**src/rtl/dds_pkg.sv**
```systemverilog
`default_nettype none
// +--------------------------------------------------------------------------+
// | dds_pkg : shared widths, DAC command codes, FSM states, sample conversion |
// | Revision: 1.0                                                            |
// +--------------------------------------------------------------------------+
package dds_pkg;

  localparam int SAMPLE_W = 17;
  localparam int DAC_W    = 16;
  localparam int FRAME_W  = 24;

  localparam logic [3:0] CMD_WRITE_UPDATE = 4'b0011;

  typedef enum logic [1:0] {
    IDLE    = 2'd0,
    SHIFT   = 2'd1,
    CS_HOLD = 2'd2
  } state_t;

  // Flipping the sign bit biases the range to unsigned; the shift drops the LSB.
  function automatic logic [DAC_W-1:0] to_offset_bin(input logic signed [SAMPLE_W-1:0] s);
    logic [SAMPLE_W-1:0] w_biased;
    w_biased = {~s[SAMPLE_W-1], s[SAMPLE_W-2:0]};
    return DAC_W'(w_biased >> 1);
  endfunction

endpackage
`default_nettype wire

```
**src/rtl/spi_clk_gen.sv**
```systemverilog
`default_nettype none
// +--------------------------------------------------------------------------+
// | spi_clk_gen : CPOL=0 SCLK generator with rise and fall (shift) strobes   |
// | Revision: 1.0                                                            |
// +--------------------------------------------------------------------------+
module spi_clk_gen #(
  parameter  int SCLK_DIV = 4,
  localparam int PHASE_W  = (SCLK_DIV > 1) ? $clog2(SCLK_DIV) : 1
) (
  input  logic               clk,
  input  logic               reset,
  input  logic               i_enable,
  output logic               o_sclk,
  output logic               o_rise,
  output logic               o_fall,
  output logic [PHASE_W-1:0] o_phase
);

  localparam logic [PHASE_W-1:0] c_PHASE_LAST = PHASE_W'(SCLK_DIV - 1);

  logic [PHASE_W-1:0] r_phase;
  logic               r_sclk;
  logic               w_phase_end;

  assign w_phase_end = i_enable && (r_phase == c_PHASE_LAST);

  // Disabling parks SCLK low with a fresh phase so the next frame starts aligned.
  always_ff @(posedge clk) begin
    if (reset || !i_enable) begin
      r_phase <= '0;
      r_sclk  <= 1'b0;
    end else if (r_phase == c_PHASE_LAST) begin
      r_phase <= '0;
      r_sclk  <= ~r_sclk;
    end else begin
      r_phase <= r_phase + 1'b1;
    end
  end

  assign o_sclk  = r_sclk;
  assign o_rise  = w_phase_end && !r_sclk;
  assign o_fall  = w_phase_end && r_sclk;
  assign o_phase = r_phase;

endmodule
`default_nettype wire

```
**src/rtl/dac_spi_serializer.sv**
```systemverilog
`default_nettype none
// +--------------------------------------------------------------------------+
// | dac_spi_serializer : signed sample -> offset-binary 24-bit SPI DAC frame |
// | Revision: 1.0                                                            |
// +--------------------------------------------------------------------------+
module dac_spi_serializer
  import dds_pkg::*;
#(
  parameter int         SCLK_DIV = 4,
  parameter int         CS_IDLE  = 2,
  parameter logic [3:0] DAC_CMD  = CMD_WRITE_UPDATE,
  parameter logic [3:0] DAC_ADDR = 4'b0000
) (
  input  logic                       clk,
  input  logic                       reset,
  input  logic signed [SAMPLE_W-1:0] sample_in,
  input  logic                       sample_valid,
  output logic                       sample_ready,
  output logic                       dac_cs_n,
  output logic                       dac_sclk,
  output logic                       dac_mosi,
  output logic                       frame_done,
  output logic [15:0]                drop_count
);

  localparam int PHASE_W = (SCLK_DIV > 1) ? $clog2(SCLK_DIV) : 1;
  localparam int IDLE_W  = (CS_IDLE > 1) ? $clog2(CS_IDLE) : 1;
  localparam logic [IDLE_W-1:0]  c_IDLE_LAST = IDLE_W'(CS_IDLE - 1);
  localparam logic [4:0]         c_LAST_BIT  = 5'(FRAME_W - 1);
  localparam logic [PHASE_W-1:0] c_PHASE_END = PHASE_W'(SCLK_DIV - 1);

  state_t                      r_state;
  state_t                      w_next_state;
  logic                        r_hold_full;
  logic signed [SAMPLE_W-1:0]  r_hold_data;
  logic [FRAME_W-1:0]          r_shreg;
  logic [4:0]                  r_bit_cnt;
  logic [IDLE_W-1:0]           r_idle_cnt;
  logic                        r_frame_done;
  logic [15:0]                 r_drop_cnt;

  logic                        w_cs_n;
  logic                        w_mosi;
  logic                        w_sclk_en;
  logic                        w_sclk;
  logic                        w_rise;
  logic                        w_fall;
  logic [PHASE_W-1:0]          w_phase;
  logic                        w_accept;
  logic                        w_load;
  logic                        w_last_bit;

  spi_clk_gen #(
    .SCLK_DIV (SCLK_DIV)
  ) u_spi_clk_gen (
    .clk      (clk),
    .reset    (reset),
    .i_enable (w_sclk_en),
    .o_sclk   (w_sclk),
    .o_rise   (w_rise),
    .o_fall   (w_fall),
    .o_phase  (w_phase)
  );

  assign w_accept   = sample_valid && !r_hold_full;
  assign w_load     = (r_state == IDLE) && r_hold_full;
  assign w_last_bit = w_fall && (r_bit_cnt == c_LAST_BIT);

  always_ff @(posedge clk) begin
    if (reset) begin
      r_state <= IDLE;
    end else begin
      r_state <= w_next_state;
    end
  end

  always_comb begin
    w_next_state = r_state;
    case (r_state)
      IDLE:    if (r_hold_full) w_next_state = SHIFT;
      SHIFT:   if (w_last_bit) w_next_state = CS_HOLD;
      CS_HOLD: if (r_idle_cnt == c_IDLE_LAST) w_next_state = IDLE;
      default: w_next_state = IDLE;
    endcase
  end

  always_comb begin
    w_cs_n    = 1'b1;
    w_mosi    = 1'b0;
    w_sclk_en = 1'b0;
    case (r_state)
      SHIFT: begin
        w_cs_n    = 1'b0;
        w_mosi    = r_shreg[FRAME_W-1];
        w_sclk_en = 1'b1;
      end
      default: ;
    endcase
  end

  // Holding register: accept and load never coincide since ready is low while full.
  always_ff @(posedge clk) begin
    if (reset) begin
      r_hold_full <= 1'b0;
      r_hold_data <= '0;
    end else if (w_accept) begin
      r_hold_full <= 1'b1;
      r_hold_data <= sample_in;
    end else if (w_load) begin
      r_hold_full <= 1'b0;
    end
  end

  always_ff @(posedge clk) begin
    if (reset) begin
      r_shreg   <= '0;
      r_bit_cnt <= '0;
    end else if (w_load) begin
      r_shreg   <= {DAC_CMD, DAC_ADDR, to_offset_bin(r_hold_data)};
      r_bit_cnt <= '0;
    end else if ((r_state == SHIFT) && w_fall) begin
      r_shreg   <= {r_shreg[FRAME_W-2:0], 1'b0};
      r_bit_cnt <= r_bit_cnt + 1'b1;
    end
  end

  always_ff @(posedge clk) begin
    if (reset || (r_state != CS_HOLD)) begin
      r_idle_cnt <= '0;
    end else begin
      r_idle_cnt <= r_idle_cnt + 1'b1;
    end
  end

  always_ff @(posedge clk) begin
    if (reset) begin
      r_frame_done <= 1'b0;
      r_drop_cnt   <= '0;
    end else begin
      r_frame_done <= w_last_bit;
      if (sample_valid && r_hold_full && (r_drop_cnt != 16'hFFFF)) begin
        r_drop_cnt <= r_drop_cnt + 1'b1;
      end
    end
  end

  a_strobe_phase: assert property (@(posedge clk) disable iff (reset)
    (w_rise || w_fall) |-> (w_phase == c_PHASE_END));

  assign sample_ready = !r_hold_full;
  assign dac_cs_n     = w_cs_n;
  assign dac_sclk     = w_sclk;
  assign dac_mosi     = w_mosi;
  assign frame_done   = r_frame_done;
  assign drop_count   = r_drop_cnt;

endmodule
`default_nettype wire

```
**config.mk**
```make
export PLATFORM = sky130hd
export DESIGN_NAME = dac_spi_serializer
export DESIGN_NICKNAME = d
export VERILOG_FILES = /design/src/rtl/dds_pkg.sv /design/src/rtl/spi_clk_gen.sv /design/src/rtl/dac_spi_serializer.sv
export SDC_FILE = /design/constraint.sdc
export NUM_CORES = 1
export LEC_CHECK = 0
export BUFFER_PORTS_ARGS = -buffer_cell sky130_fd_sc_hd__buf_2
export CAP_MARGIN = 20
export CORE_MARGIN = 2
export CORE_UTILIZATION = 25
export DETAILED_ROUTE_END_ITERATION = 8
export PLACE_DENSITY = 0.39
export SYNTH_ARGS = -nofsm -noshare
export SYNTH_HDL_FRONTEND = slang
export SYNTH_SLANG_ARGS = --single-unit
```
**constraint.sdc**
```tcl
create_clock -name clk -period 3.97 [get_ports clk]
set_clock_uncertainty 0.05 [all_clocks]
set_input_delay 0.397 -clock clk [delete_from_list [all_inputs] [get_ports clk]]
set_output_delay 0.397 -clock clk [all_outputs]
set_load 0.005 [all_outputs]
```
==> flow_summary.toml <==
[synthesis]
synth_warnings = 0
yosys.area_share.adder_pct = 1.33
synth-edff-count = 0
synthFlopType = "dfxtp_1"
yosysSeqAreaShare_pct = 49.0
netlist_area_sq_um = 2820
synth_compound_area_share_pct = 14.8
syn_inst = 347
yosys.area.top_type = "dfxtp_1"
syn_nets = 370
synth-simple-area-share_pct = 28.3
synth.top_cell.area_share_pct = 49.0
synth_cell_types = 40
synthMuxAreaShare_pct = 1.15
synth_top_family_by_area = "simple AND/OR/NAND/NOR gates"
synth.avg_cell_area_sq_um = 8.12
yosysMostFrequentCell = "nand2_1"
synthXorXnorAreaFrac_pct = 1.87
synth-async-reset-ratio_pct = 0
synth_common_cells = "nand2_1 (89), dfxtp_1 (69), a21oi_1 (36), nor2_1 (33)"
ys_ff_latch = 69
synth_area_leaders = "dfxtp_1 (49%), nand2_1 (12%), a21oi_1 (6.4%)"

[drt]
drc = 0
dr.pass1.iters = 4
vias_per_cell = 4.60
drtAntennaViolNets = 0
wire_per_inst_um = 12.7
routed_wl_um = 6700
drt_iter0_markers = 126
num_vias = 2420

[critical_path]
crit_required_ps = 4180
critPathMaxFanout = 8
cp-start-kind = "flip-flop"
arrival_ps = 2350
critPathKind = "reg2reg"
end_kind = "flip-flop"

[global_route]
use_met1_pct = 15.4
use_met2_pct = 19.2
use_met3_pct = 2.82
grt.overflow.total = 0
antenna_found_initial = 0
grt_pass1_vias = 2367
grt_max_degree = 38
grt_pass1_wl_um = 11400
grt_busiest_layer = "met2"
grt_usage_pct = 12.1

[clock_tree]
clk_pin_slew_worst_paths_ps = 60
clk_latency_ps = 330
cts_buffers = 9
cts_tree = "done"
clock-sinks = 69
cts_htree_levels = 3
clock-root-buffer = "clkbuf_16"
cts-resized-gates = 0
cts_buffer_depth = 2
ctsHoldBuffers = 0
cts_setup_buffers = 0

[final_layout]
fin_nets = 404
drive_above_1_share_pct = 17.1
n_antenna_cell = 0
seq_area_sq_um = 1380
fill_cells = 1221
multi_input_area_sq_um = 1340
area.growth.synth_to_final_pct = 22.2

[job]
cap_violations = 0

[floorplanning]
die_x_um = 110
coreArea_sq_um = 10900
rows = 38
start_util_pct = 25.8
die_h_um = 110
ioPinCount = 41
dieArea_sq_um = 12100

[timing]
setup_ws_ps = 1830
finalCriticalPeriod_ps = 2140
slew_headroom_pct = 47.1
slew_violations = 0
setup_violations = 0
final.setup.tns_ps = 0
tightest_slew_ps = 780
rsz0062_at_grt = "no"
hold_viol = 0
min_period_over_period_pct = 53.8
fmax_mhz = 468

[power]
pwr-share-comb_pct = 5.9
p_per_area_nw_per_um2 = 475
power_frac_seq_pct = 45.2
netSwitchingFraction_pct = 23.0
p_int_uw = 1260
switching_power_uw = 377
peakVddDrop_v = 0.000179
p_clk_share_pct = 48.9
leakage_uw = 0.00127

[place]
dp_slack_ps = 1790
port_buffers = 39
hpwl_um = 4200
place.gp.congestion = 0.725

[outcome]
outcome = "complete, no violations"

[worst_hold_path]
holdCritPathClass = "in2reg"
through the flow:
step           hold WS, ps  power, uW  instance area (sq um)  std cells  utilization, %
3_3_place_gp           342        853                   3140        510            28.7
6_report               250       1640                   3440        526            31.5
2_1_floorplan          334        820                   2820        347               -
5_1_grt                251       1710                   3440        526            31.5
3_5_place_dp           345        854                   3140        510            28.7
4_1_cts                240       1670                   3440        526            31.5
final cells by class:
cell class / instances / share of cell area (%)
Inverter: 6 / 0.654
Multi-Input combinational cell: 252 / 38.8
Tap cell: 140 / 5.09
Clock inverter: 6 / 1.82
Sequential cell: 69 / 40.1
Timing Repair Buffer: 43 / 6.54
Clock buffer: 10 / 6.94
critical path: stages, from the launching register on:
cell      delay, ps
dfxtp_1         460
ha_1            290
nand4_1         220
o311ai_1        710
o21ai_0         200
a21oi_1         150
worst paths after layout:
kind	end	slack, ps	startpoint	cells after the start
worst max register to register	drop_count[6]$_SDFFE_PP0P_	1830	drop_count[0]$_SDFFE_PP0P_	5
worst min-delay path	r_hold_data[10]$_SDFFE_PP0P_	250	sample_in[10]	3
worst max-delay path	drop_count[6]$_SDFFE_PP0P_	1830	drop_count[0]$_SDFFE_PP0P_	5
worst min register to register	r_idle_cnt$_SDFF_PP0_	350	r_idle_cnt$_SDFF_PP0_	1
cells by family after synthesis:
group	after synthesis
simple gates	172
flops	69
compound gates	68
buf+inv	26
xor+xnor	6
mux	3
fa+ha+maj	3
power groups by stage:
| stage | sequential (uW) | combinational, uW | clock, uW |
|---|---|---|---|
| final | 741 | 96.3 | 800 |
| after global routing | 744 | 112 | 858 |
| after floorplan | 751 | 69.1 | 0 |
| after detailed placement | 755 | 99.1 | 0 |
| after global placement | 755 | 98.4 | 0 |
| after CTS | 740 | 99.4 | 826 |
state kept, by name (all words and copies together), names as in the netlist:
register	flops
drop_count	16
u_spi_clk_gen.o_phase	2
u_spi_clk_gen.o_sclk	1
r_hold_data	16
r_idle_cnt	1
r_hold_full	1
r_shreg	24
r_state	2
r_bit_cnt	5
frame_done	1
layout by cell type, fill, tap and decap left out, types with 2 or more instances in the layout:
cell type	n
o31ai_1	2
nor4b_1	2
nand3_1	3
or4_1	3
nor2b_1	4
o21ai_0	9
clkinvlp_4	3
xor2_1	3
a21oi_1	36
ha_1	3
nand2b_1	6
a31oi_1	2
nand2_1	89
clkbuf_16	9
clkinv_2	2
xnor2_1	3
nand4_1	9
a311oi_1	15
mux2_2	2
dfxtp_1	69
or2_2	2
or3_1	10
buf_2	39
nor2_1	33
buf_4	4
inv_1	6
layer usage:
| layer | routed length [um] | part of all wire (%) |
|---|---|---|
| met1 | 3420 | 51 |
| met2 | 2940 | 44 |
| met3 | 223 | 3.3 |
| met4 | 115 | 1.7 |
| met5 | 0 | 0 |
Note: power is estimated with default switching activity, not from simulation.
